===== config.mk =====
export PLATFORM = sky130hd
export DESIGN_NAME = pixel_frame_rx_flat
export DESIGN_NICKNAME = d
export VERILOG_FILES = /design/src/rtl/pixel_frame_rx_pkg.sv /design/src/rtl/pixel_frame_rx_if.sv /design/src/rtl/pixel_frame_ram.sv /design/src/rtl/pixel_frame_rx.sv /design/src/flat_wrapper.sv
export SDC_FILE = /design/constraint.sdc
export NUM_CORES = 1
export LEC_CHECK = 0
export BUFFER_PORTS_ARGS = -buffer_cell sky130_fd_sc_hd__buf_4
export CAP_MARGIN = 20
export CELL_PAD_IN_SITES_DETAIL_PLACEMENT = 0
export CELL_PAD_IN_SITES_GLOBAL_PLACEMENT = 2
export CORE_MARGIN = 3
export CORE_UTILIZATION = 38
export CTS_CLUSTER_SIZE = 20
export DETAILED_ROUTE_END_ITERATION = 8
export PLACE_DENSITY_LB_ADDON = 0.1
export SLEW_MARGIN = 0
export SYNTH_ARGS = -nofsm -noshare
export SYNTH_HDL_FRONTEND = slang
export SYNTH_HIERARCHICAL = 1
export SYNTH_SLANG_ARGS = --single-unit

===== constraint.sdc =====
create_clock -name clk -period 3.24 [get_ports clk]
set_clock_uncertainty 0.1 [all_clocks]
set_input_delay 0.648 -clock clk [delete_from_list [all_inputs] [get_ports clk]]
set_output_delay 0.648 -clock clk [all_outputs]
set_load 0.005 [all_outputs]

===== src/rtl/pixel_frame_rx_pkg.sv =====
// Shared definitions for the pixel frame receive path: pixel width,
// receiver state encoding and a ceiling-log2 helper for sizing counters.
package pixel_pkg;

  localparam int PIXEL_W = 8;

  typedef enum logic [1:0] {
    RECV  = 2'd0,
    HOLD  = 2'd1,
    DRAIN = 2'd2
  } rx_state_e;

  // Ceiling log2, never below 1 so a one-entry buffer still gets an address bit
  function automatic int log2(input int value);
    int r;
    r = 0;
    for (int i = 0; i < 32; i++) begin
      if ((1 << r) < value) r = r + 1;
    end
    return (r < 1) ? 1 : r;
  endfunction

endpackage


===== src/rtl/pixel_frame_rx_if.sv =====
// AXI-Stream style pixel link: source drives valid/tlast/tdata, sink drives ready.
interface pixel_frame_rx_if import pixel_pkg::*; ();

  logic               valid;
  logic               ready;
  logic               tlast;
  logic [PIXEL_W-1:0] tdata;

  modport master (output valid, output tlast, output tdata, input ready);
  modport slave  (input valid, input tlast, input tdata, output ready);

endinterface


===== src/rtl/pixel_frame_ram.sv =====
// Single-write, single-read frame buffer with a registered read port.
// A read that collides with a write to the same address returns the old data.
module pixel_frame_ram import pixel_pkg::*; #(
  parameter int DEPTH = 16,
  parameter int AW    = log2(DEPTH),
  parameter int DW    = PIXEL_W
) (
  input  logic          clk,
  input  logic          rst,
  input  logic          we,
  input  logic [AW-1:0] wr_addr,
  input  logic [DW-1:0] wr_data,
  input  logic [AW-1:0] rd_addr,
  output logic [DW-1:0] rd_data
);

  logic [DW-1:0] mem [DEPTH];
  logic [DW-1:0] rd_data_q;
  logic [DW-1:0] rd_data_d;

  // Combinational array lookup feeding the read register
  always_comb begin
    rd_data_d = mem[rd_addr];
  end

  // Storage array is never reset; only written on accepted pixels
  always_ff @(posedge clk) begin
    if (we) mem[wr_addr] <= wr_data;
  end

  // Read register, cleared by reset so the port starts at a known value
  always_ff @(posedge clk) begin
    if (rst) rd_data_q <= '0;
    else     rd_data_q <= rd_data_d;
  end

  assign rd_data = rd_data_q;

endmodule


===== src/rtl/pixel_frame_rx.sv =====
// Frame sink: receives one ROWS x COLUMNS frame, checks tlast framing,
// buffers the pixels and reports min/max/sum, holding the frame until acked.
module pixel_frame_rx import pixel_pkg::*; #(
  parameter  int ROWS    = 4,
  parameter  int COLUMNS = 4,
  localparam int PIXELS  = ROWS * COLUMNS,
  localparam int ABITS   = log2(PIXELS),
  localparam int SBITS   = PIXEL_W + ABITS
) (
  input  logic                clk,
  input  logic                rst,
  pixel_frame_rx_if.slave     axis,
  output logic                frame_done,
  output logic                frame_err,
  input  logic                frame_ack,
  input  logic [ABITS-1:0]    rd_addr,
  output logic [PIXEL_W-1:0]  rd_data,
  output logic [PIXEL_W-1:0]  pix_min,
  output logic [PIXEL_W-1:0]  pix_max,
  output logic [SBITS-1:0]    pix_sum,
  output logic [7:0]          err_count
);

  rx_state_e          state_q, state_d;
  logic [ABITS-1:0]   wr_cnt_q, wr_cnt_d;
  logic [PIXEL_W-1:0] run_min_q, run_min_d;
  logic [PIXEL_W-1:0] run_max_q, run_max_d;
  logic [SBITS-1:0]   run_sum_q, run_sum_d;
  logic [PIXEL_W-1:0] pix_min_q, pix_min_d;
  logic [PIXEL_W-1:0] pix_max_q, pix_max_d;
  logic [SBITS-1:0]   pix_sum_q, pix_sum_d;
  logic [7:0]         err_count_q, err_count_d;
  logic               frame_done_q, frame_done_d;
  logic               frame_err_q, frame_err_d;

  logic               accept;
  logic               last_slot;
  logic               buf_we;
  logic [7:0]         err_inc;
  logic [PIXEL_W-1:0] beat_min;
  logic [PIXEL_W-1:0] beat_max;
  logic [SBITS-1:0]   beat_sum;

  // Ready comes from registered state only; reset forces it low
  assign axis.ready = (state_q != HOLD) && !rst;
  assign accept     = axis.valid && axis.ready;
  assign last_slot  = (wr_cnt_q == ABITS'(PIXELS - 1));
  assign buf_we     = accept && (state_q == RECV);
  assign err_inc    = (err_count_q == 8'hFF) ? err_count_q : err_count_q + 8'd1;

  // Running statistics including the pixel currently on the bus
  always_comb begin
    beat_min = (axis.tdata < run_min_q) ? axis.tdata : run_min_q;
    beat_max = (axis.tdata > run_max_q) ? axis.tdata : run_max_q;
    beat_sum = run_sum_q + SBITS'(axis.tdata);
  end

  // Next-state, counter and statistics decisions for each accepted beat
  always_comb begin
    state_d      = state_q;
    wr_cnt_d     = wr_cnt_q;
    run_min_d    = run_min_q;
    run_max_d    = run_max_q;
    run_sum_d    = run_sum_q;
    pix_min_d    = pix_min_q;
    pix_max_d    = pix_max_q;
    pix_sum_d    = pix_sum_q;
    err_count_d  = err_count_q;
    frame_done_d = 1'b0;
    frame_err_d  = 1'b0;
    case (state_q)
      RECV: begin
        if (accept) begin
          if (axis.tlast || last_slot) begin
            wr_cnt_d  = '0;
            run_min_d = '1;
            run_max_d = '0;
            run_sum_d = '0;
            if (axis.tlast && last_slot) begin
              pix_min_d    = beat_min;
              pix_max_d    = beat_max;
              pix_sum_d    = beat_sum;
              frame_done_d = 1'b1;
              state_d      = HOLD;
            end else begin
              frame_err_d = 1'b1;
              err_count_d = err_inc;
              if (!axis.tlast) state_d = DRAIN;
            end
          end else begin
            wr_cnt_d  = wr_cnt_q + 1'b1;
            run_min_d = beat_min;
            run_max_d = beat_max;
            run_sum_d = beat_sum;
          end
        end
      end
      HOLD: begin
        if (frame_ack) state_d = RECV;
      end
      DRAIN: begin
        if (accept && axis.tlast) state_d = RECV;
      end
      default: state_d = RECV;
    endcase
  end

  // State, counters and reported statistics registers
  always_ff @(posedge clk) begin
    if (rst) begin
      state_q      <= RECV;
      wr_cnt_q     <= '0;
      run_min_q    <= '1;
      run_max_q    <= '0;
      run_sum_q    <= '0;
      pix_min_q    <= '0;
      pix_max_q    <= '0;
      pix_sum_q    <= '0;
      err_count_q  <= '0;
      frame_done_q <= 1'b0;
      frame_err_q  <= 1'b0;
    end else begin
      state_q      <= state_d;
      wr_cnt_q     <= wr_cnt_d;
      run_min_q    <= run_min_d;
      run_max_q    <= run_max_d;
      run_sum_q    <= run_sum_d;
      pix_min_q    <= pix_min_d;
      pix_max_q    <= pix_max_d;
      pix_sum_q    <= pix_sum_d;
      err_count_q  <= err_count_d;
      frame_done_q <= frame_done_d;
      frame_err_q  <= frame_err_d;
    end
  end

  pixel_frame_ram #(
    .DEPTH (PIXELS),
    .AW    (ABITS),
    .DW    (PIXEL_W)
  ) u_frame_ram (
    .clk     (clk),
    .rst     (rst),
    .we      (buf_we),
    .wr_addr (wr_cnt_q),
    .wr_data (axis.tdata),
    .rd_addr (rd_addr),
    .rd_data (rd_data)
  );

  assign frame_done = frame_done_q;
  assign frame_err  = frame_err_q;
  assign pix_min    = pix_min_q;
  assign pix_max    = pix_max_q;
  assign pix_sum    = pix_sum_q;
  assign err_count  = err_count_q;

endmodule


===== src/flat_wrapper.sv =====
// flat-port wrapper written by rule: the top's interface ports become plain ports
module pixel_frame_rx_flat import pixel_pkg::*;
#(
  parameter  int ROWS    = 4,
  parameter  int COLUMNS = 4,
  localparam int PIXELS  = ROWS * COLUMNS,
  localparam int ABITS   = log2(PIXELS),
  localparam int SBITS   = PIXEL_W + ABITS
)
  (clk, rst, frame_done, frame_err, frame_ack, rd_addr, rd_data, pix_min, pix_max, pix_sum, err_count, axis_valid, axis_tlast, axis_tdata, axis_ready);
  pixel_frame_rx_if axis_i ();
  input  logic clk;
  input  logic rst;
  output logic frame_done;
  output logic frame_err;
  input  logic frame_ack;
  input  logic [ABITS-1:0] rd_addr;
  output logic [PIXEL_W-1:0] rd_data;
  output logic [PIXEL_W-1:0] pix_min;
  output logic [PIXEL_W-1:0] pix_max;
  output logic [SBITS-1:0] pix_sum;
  output logic [7:0] err_count;
  input wire logic [$bits(axis_i.valid)-1:0] axis_valid;
  input wire logic [$bits(axis_i.tlast)-1:0] axis_tlast;
  input wire logic [$bits(axis_i.tdata)-1:0] axis_tdata;
  output wire logic [$bits(axis_i.ready)-1:0] axis_ready;
  assign axis_i.valid = axis_valid;
  assign axis_i.tlast = axis_tlast;
  assign axis_i.tdata = axis_tdata;
  assign axis_ready = axis_i.ready;
  pixel_frame_rx #(.ROWS(ROWS), .COLUMNS(COLUMNS)) u_core (.clk(clk), .rst(rst), .axis(axis_i), .frame_done(frame_done), .frame_err(frame_err), .frame_ack(frame_ack), .rd_addr(rd_addr), .rd_data(rd_data), .pix_min(pix_min), .pix_max(pix_max), .pix_sum(pix_sum), .err_count(err_count));
endmodule

; ---- Word level (Yosys, flattened, before mapping)
; Memory sizes are Yosys's and may differ from the RTL's. A register that Yosys moved wholly into a read port is not among the register bits.
; Cells that the tools add are included.
[totals]
ff_bits = 72
mem_bits_rw = 128
memories = 1
[op_classes]
addsub = 3
n_lt_le_gt_ge = 2
n_eq_ne = 10
n_mux = 17
n_bitwise = 5
reduce_logical = 13
[mem_list]
columns = name, words, width, rd, rd_clocked_by_memory_dff, wr, line_no
row1 = u_core.u_frame_ram.mem, 16, 8, 1, 1, 1, pixel_frame_ram.sv:17  ; logic [DW-1:0] mem [DEPTH];
[ops]
columns = operator, count
row1 = two-way mux 8 bit, 4
row2 = adder 12 x 8 -> 12 bit, 1
row3 = two-way mux 12 bit, 1
row4 = two-way mux 2 bit, 6
row5 = AND reduction 5 bit, 2
row6 = adder 8 x 1 -> 8 bit (second input constant), 1
row7 = equality test 8 bit (second input constant), 1
row8 = greater-than comparator 8 bit, 1
row9 = < comparator 8 bit, 1
row10 = != test 2 x 1 -> 1 bit (second input constant), 3
row11 = case mux 2 bit (3 select lines), 1
row12 = logical AND 1 bit, 5
row13 = inverter 1 bit, 5
row14 = adder 4 x 1 -> 4 bit (second input constant), 1
row15 = equality test 4 bit (second input constant), 1
row16 = two-way mux 1 bit, 4
row17 = two-way mux 4 bit, 1
row18 = != test 2 bit (second input constant), 2
row19 = AND reduction 4 bit, 1
row20 = OR reduction 4 bit, 1
row21 = != test 3 bit (second input constant), 1
row22 = equality test 2 x 1 -> 1 bit (second input constant), 1
row23 = equality test 2 bit (second input constant), 1
row24 = logical NOT 2 bit, 1
row25 = other kinds (3), 3

; ---- Logic depth before layout (Yosys ltp)
[logic_depth]
ltp_word = 6
mapped_depth = 9
mapped_depth_nobuf = 7

; ---- Hierarchy
; Netlist, hierarchy kept.
[modules_own_cells]
columns = module, instances, cells_each, area_per_inst_um2, seq_area_each_um2
row1 = pixel_frame_ram, 1, 259, 5282.6, 4003.8
row2 = pixel_frame_rx, 1, 454, 3858.7, 1441.4

; ---- Worst setup path after synthesis
; No wires, ideal clock.
[synth_path]
path_kind = input port to flip-flop
startpoint = input port rst
endpoint = memory u_core/u_frame_ram/mem[0][0] (netlist name) (enable)
setup_time_ns = 0.383
t_arrival_ns = 2.775
required_ns = 2.757
slack_ns = -0.019
path_stages = 8
cell_sequence = buf_2 > nor2_2 > nand3_2 > inv_2 > buf_2 > buf_1 > or3b_2 > nor3_1
[synth_via]
elab_chain_len = 6
[synth_lines]
columns = element, line_no
row1 = start: declaration, flat_wrapper.sv:13  ; input logic rst;
row2 = logical NOT 1 bit, pixel_frame_rx.sv:45  ; assign axis.ready = (state_q != HOLD) && !rst;
row3 = logical AND 1 bit, pixel_frame_rx.sv:45
row4 = logical AND 1 bit, pixel_frame_rx.sv:46  ; assign accept = axis.valid && axis.ready;
row5 = logical AND 1 bit, pixel_frame_rx.sv:48  ; assign buf_we = accept && (state_q == RECV);
row6 = named net u_core.buf_we, pixel_frame_rx.sv:38  ; logic buf_we;
row7 = two-way mux 1 bit, pixel_frame_ram.sv:28  ; if (we) mem[wr_addr] <= wr_data;
row8 = two-way mux 1 bit (not written as such), pixel_frame_ram.sv:28
row9 = end: declaration, pixel_frame_ram.sv:17
; The timed path passes the listed nets, and every way through them passes these cells.

; ---- Final worst setup path
[layout_path]
startpoint = register u_core.wr_cnt_q[0]
endpoint = register u_core.err_count_q[7] (netlist: u_core/err_count[7])
[layout_via]
elab_chain_len = 4
[layout_lines]
columns = element, line_no
row1 = start: declaration, pixel_frame_rx.sv:25  ; logic [ABITS-1:0] wr_cnt_q, wr_cnt_d;
row2 = start signal: assignment, pixel_frame_rx.sv:124  ; wr_cnt_q <= wr_cnt_d;
row3 = equality test 4 bit (*), pixel_frame_rx.sv:47  ; assign last_slot = (wr_cnt_q == ABITS'(PIXELS - 1));
row4 = logical AND 1 bit, pixel_frame_rx.sv:79  ; if (axis.tlast && last_slot) begin
row5 = inverter 1 bit (no line), -
row6 = AND reduction 5 bit (no line) (*), -
row7 = end signal: assignment, pixel_frame_rx.sv:131  ; err_count_q <= err_count_d;
row8 = end: declaration, pixel_frame_rx.sv:32  ; logic [7:0] err_count_q, err_count_d;
; Mark *: on every way between the ends. The rest lies on a longest branch, timed or not.
; A chain may end at the register's enable or synchronous reset.

==> reports/results.tsv <==
stage	metric	value	unit
worst_setup_path	worstPathMaxFanout	11	
worst_setup_path	worstRegToRegCells	6	
sta	relSlewSlack	0.563	
die	fp.dieW	161	µm
min_path	hold_class	flip-flop to flip-flop	
yosys	postSynthNetCount	756	
global_routing	groute.layer.met2.usage	0.297	
layout	finalNetCount	845	
clock_tree	clock_insertion_delay_worst_skew	510	ps
clock_tree	clock_tree_from_tritoncts	yes	
power_and_ir_drop	power_leakage	4.08	nW
worst_setup_path	worstPathRequired	3570	ps
sta	rsz0062_at_grt	false	
run_status	status	finished, final reports clean	
yosys	synth-edff-count	128	
die	boundaryPins	64	
clock_tree	postCtsSetupBuffers	0	
sta	finalMaxSlewViolations	0	
worst_setup_path	timing.critical_path.from_type	flip-flop	
placed_design	hpwl	15100	µm
yosys	syn-mean-instance-area	12.8	µm²
die	start_util	0.388	
worst_setup_path	r2r-start	u_core/wr_cnt_q[0]	
global_routing	grt_antenna_before_repair	0	
global_routing	globalRouteMet3Util	0.0272	
sta	fmax	391	MHz
clock_tree	cts_clk_pin_slew_worst_paths	60	ps
die	rows	56	
yosys	synthArstFlopShare	0	
worst_setup_path	timing.critical_path.arrival	2890	ps
placed_design	gpl.final_weighted_congestion	0.797	
clock_tree	cts_root_buf	clkbuf_16	
yosys	synth_area	9140	µm²
clock_tree	htreeDepth	1	
sta	post-route-period-util	0.790	
global_routing	first_global_vias	6057	
yosys	ys_types	71	
global_routing	grt_start_max_net_pins	40	
yosys	yosys_register_bits	208	
worst_setup_path	r2r_slack	680	ps
min_path	whs_path_depth	1	
global_routing	grt_peak_use_layer	met2	
power_and_ir_drop	vdd_ir_drop_max	0.000324	V
die	core	23500	µm²
drt	routed_wirelength	22800	µm
min_path	min_from	u_core/state_q[1]	
global_routing	global_route_wire_length_before_repair	35200	µm
sta	hold_viol_final	0	
yosys	top_reg_cell_synth	edfxtp_1	
sta	setup_violations	0	
worst_setup_path	critPathCaptureType	flip-flop	
drt	route.detailed.wl_per_inst	20.0	µm
worst_setup_path	worst_r2r_endpoint	u_core/err_count[7]	
clock_tree	tritoncts.num_buffers	24	
drt	detailedRoute.firstIterationViolations	375	
global_routing	global_route.overflow_total	0	
drt	drtPass1Iterations	5	
yosys	post_syn_instances	713	
placed_design	placedCellCount	1095	
sta	worst_slew_pin_slew	650	ps
clock_tree	buffer_levels_on_the_longest_clock_path	3	
drt	remaining_drc_errors	0	
min_path	worst_hold_path.endpoint	u_core/state_q[0]	
run	max_cap_violations	0	
drt	num_vias	6125	
layout	drive_above_1_share	0.199	
sta	hold_worst_slack	347	ps
power_and_ir_drop	power.density	561	nW/µm²
placed_design	port_buffers	63	
global_routing	grt_util_all_layers	0.174	
layout	layout.cells.non_filler	1139	
clock_tree	cts_resized	0	
drt	antenna_left	0	
layout	final_layout_fill_cell_count	2180	
yosys	synth-warning-count	6	
die	die_area	26000	µm²
drt	avgViaCountPerCell	5.38	
sta	fin_crit	2560	ps
layout	antennaDiodeCount	0	
clock_tree	hold_buffers	0	
global_routing	gr-usage-met1	0.234	
sta	fin_setup_tns	0	ps
clock_tree	tritoncts_num_sinks	208	
yosys	synth-seq-area-share	0.596	
die	die_height	161	µm
worst_setup_path	cp_class	flip-flop to flip-flop	
layout	flow.area_growth_from_synthesis	19.7	%
worst max path at each step:
stage	start	depth (start not counted)	slack [ps]	endpoint
2_1_floorplan	rst	8	210	u_core/u_frame_ram/mem[2][0]
3_3_place_gp	axis_tdata[4]	7	350	u_core/pix_sum[11]
3_5_place_dp	axis_tdata[4]	7	330	u_core/pix_sum[11]
4_1_cts	u_core/wr_cnt_q[0]	6	680	u_core/err_count[7]
5_1_grt	u_core/wr_cnt_q[0]	6	530	u_core/err_count[7]
6_report	u_core/wr_cnt_q[0]	6	680	u_core/err_count[7]
cells by family after synthesis:
group / after synthesis / share of synthesized area
xor gates and xnor gates: 9 / 0.00945
muxes: 60 / 0.102
DFF: 208 / 0.596
and+or+nand+nor: 203 / 0.114
adders and majority gates: 26 / 0.0364
AOI/OAI and AO/OA: 145 / 0.110
buffers and inverters: 62 / 0.0323
sequential cells by signal, summed over array words and instances, names as in the netlist:
| register | flops |
|---|---|
| u_core/run_min_q | 8 |
| u_core/run_max_q | 8 |
| u_core/u_frame_ram/rd_data | 8 |
| u_core/run_sum_q | 12 |
| u_core/pix_max | 8 |
| u_core/u_frame_ram/mem | 128 |
| u_core/frame_done | 1 |
| u_core/wr_cnt_q | 4 |
| u_core/err_count | 8 |
| u_core/frame_err | 1 |
| u_core/pix_sum | 12 |
| u_core/state_q | 2 |
| u_core/pix_min | 8 |
area by class of cell:
type,count,area [µm²],share of cell area
sequential,208,5450,0.498
timing repair buffer,101,758,0.0693
inverter,24,90.1,0.00823
clock inverter,13,196,0.0180
clock buffer,31,648,0.0592
multi-input combinational,443,3410,0.311
tap,319,399,0.0365
Yosys cell counts, types with 5 or more instances:
library cell | n | area, µm²
a211oi_1 | 12 | 90.1
nor3_1 | 28 | 140
a22oi_1 | 10 | 75.1
ha_1 | 25 | 313
o21ai_0 | 25 | 125
nand2b_1 | 8 | 50.1
o211ai_1 | 10 | 75.1
edfxtp_1 | 128 | 3840
nand3_1 | 21 | 105
nor2b_1 | 5 | 31.3
mux2i_1 | 38 | 380
a21oi_1 | 30 | 150
buf_2 | 8 | 40.0
a221oi_1 | 5 | 43.8
xnor2_1 | 6 | 52.6
nand4_1 | 6 | 37.5
mux4_2 | 7 | 158
nor2_1 | 53 | 199
clkbuf_1 | 19 | 71.3
a221o_1 | 8 | 80.1
mux4_1 | 15 | 394
inv_1 | 23 | 86.3
o21ai_1 | 6 | 30.0
nand3b_1 | 7 | 52.6
nand2_1 | 39 | 146
a311oi_1 | 10 | 87.6
dfxtp_1 | 80 | 1600
a21o_1 | 7 | 52.6
through the flow:
stage | total power, mW | utilization | cell area, µm² | worst slack (ps)
floorplan | 3.18 | - | 9150 | 209
global placement | 3.34 | 0.429 | 10100 | 346
detailed placement | 3.35 | 0.429 | 10100 | 327
CTS | 6.24 | 0.465 | 10900 | 680
global route | 6.39 | 0.465 | 10900 | 527
finish | 6.14 | 0.465 | 10900 | 680
placed cells by master (no fill, tap or decap), drive strengths merged, types with 3 or more instances in the layout:
| cell | netlist | layout |
|---|---|---|
| o21ai | 31 | 31 |
| a311oi | 10 | 10 |
| nand3 | 22 | 22 |
| and4 | 3 | 3 |
| a221o | 8 | 8 |
| ha | 25 | 25 |
| nand2 | 39 | 39 |
| nand4 | 6 | 6 |
| nand3b | 7 | 7 |
| a21oi | 31 | 31 |
| a221oi | 6 | 6 |
| nor3b | 4 | 4 |
| a211oi | 14 | 14 |
| o31ai | 3 | 3 |
| mux4 | 22 | 22 |
| and2 | 4 | 4 |
| and3 | 4 | 4 |
| edfxtp | 128 | 128 |
| clkbuf | 19 | 31 |
| buf | 19 | 101 |
| inv | 24 | 25 |
| mux2i | 38 | 38 |
| nor2 | 54 | 54 |
| nor2b | 5 | 5 |
| a22oi | 10 | 10 |
| o211ai | 10 | 10 |
| dfxtp | 80 | 80 |
| nand2b | 8 | 8 |
| a21o | 7 | 7 |
| or4 | 4 | 4 |
| xnor2 | 7 | 7 |
| nor4 | 4 | 4 |
| bufinv | 0 | 5 |
| nor3 | 30 | 30 |
| clkinv | 0 | 6 |
where the power goes:
part / switching (mW) / internal (mW) / leakage, nW / total, mW
registers: 0.0170 / 2.84 / 1.80 / 2.86
clock network: 1.05 / 1.81 / 0.414 / 2.86
logic: 0.265 / 0.164 / 1.86 / 0.429
total: 1.33 / 4.82 / 4.08 / 6.14
layer usage:
layer  wire length (µm)  up-vias
met5                  0        -
met4                348        0
met3                831       26
met2              11200      123
met1              10400     3043
li1                   -     2933
worst max-delay path, stage by stage, from the launching register on:
cell	delay, ps
dfxtp_1	540
ha_1	370
and3_4	260
xnor2_2	100
or4_4	530
or4_1	420
a21oi_1	160
Power figures use the tool's default switching activity.
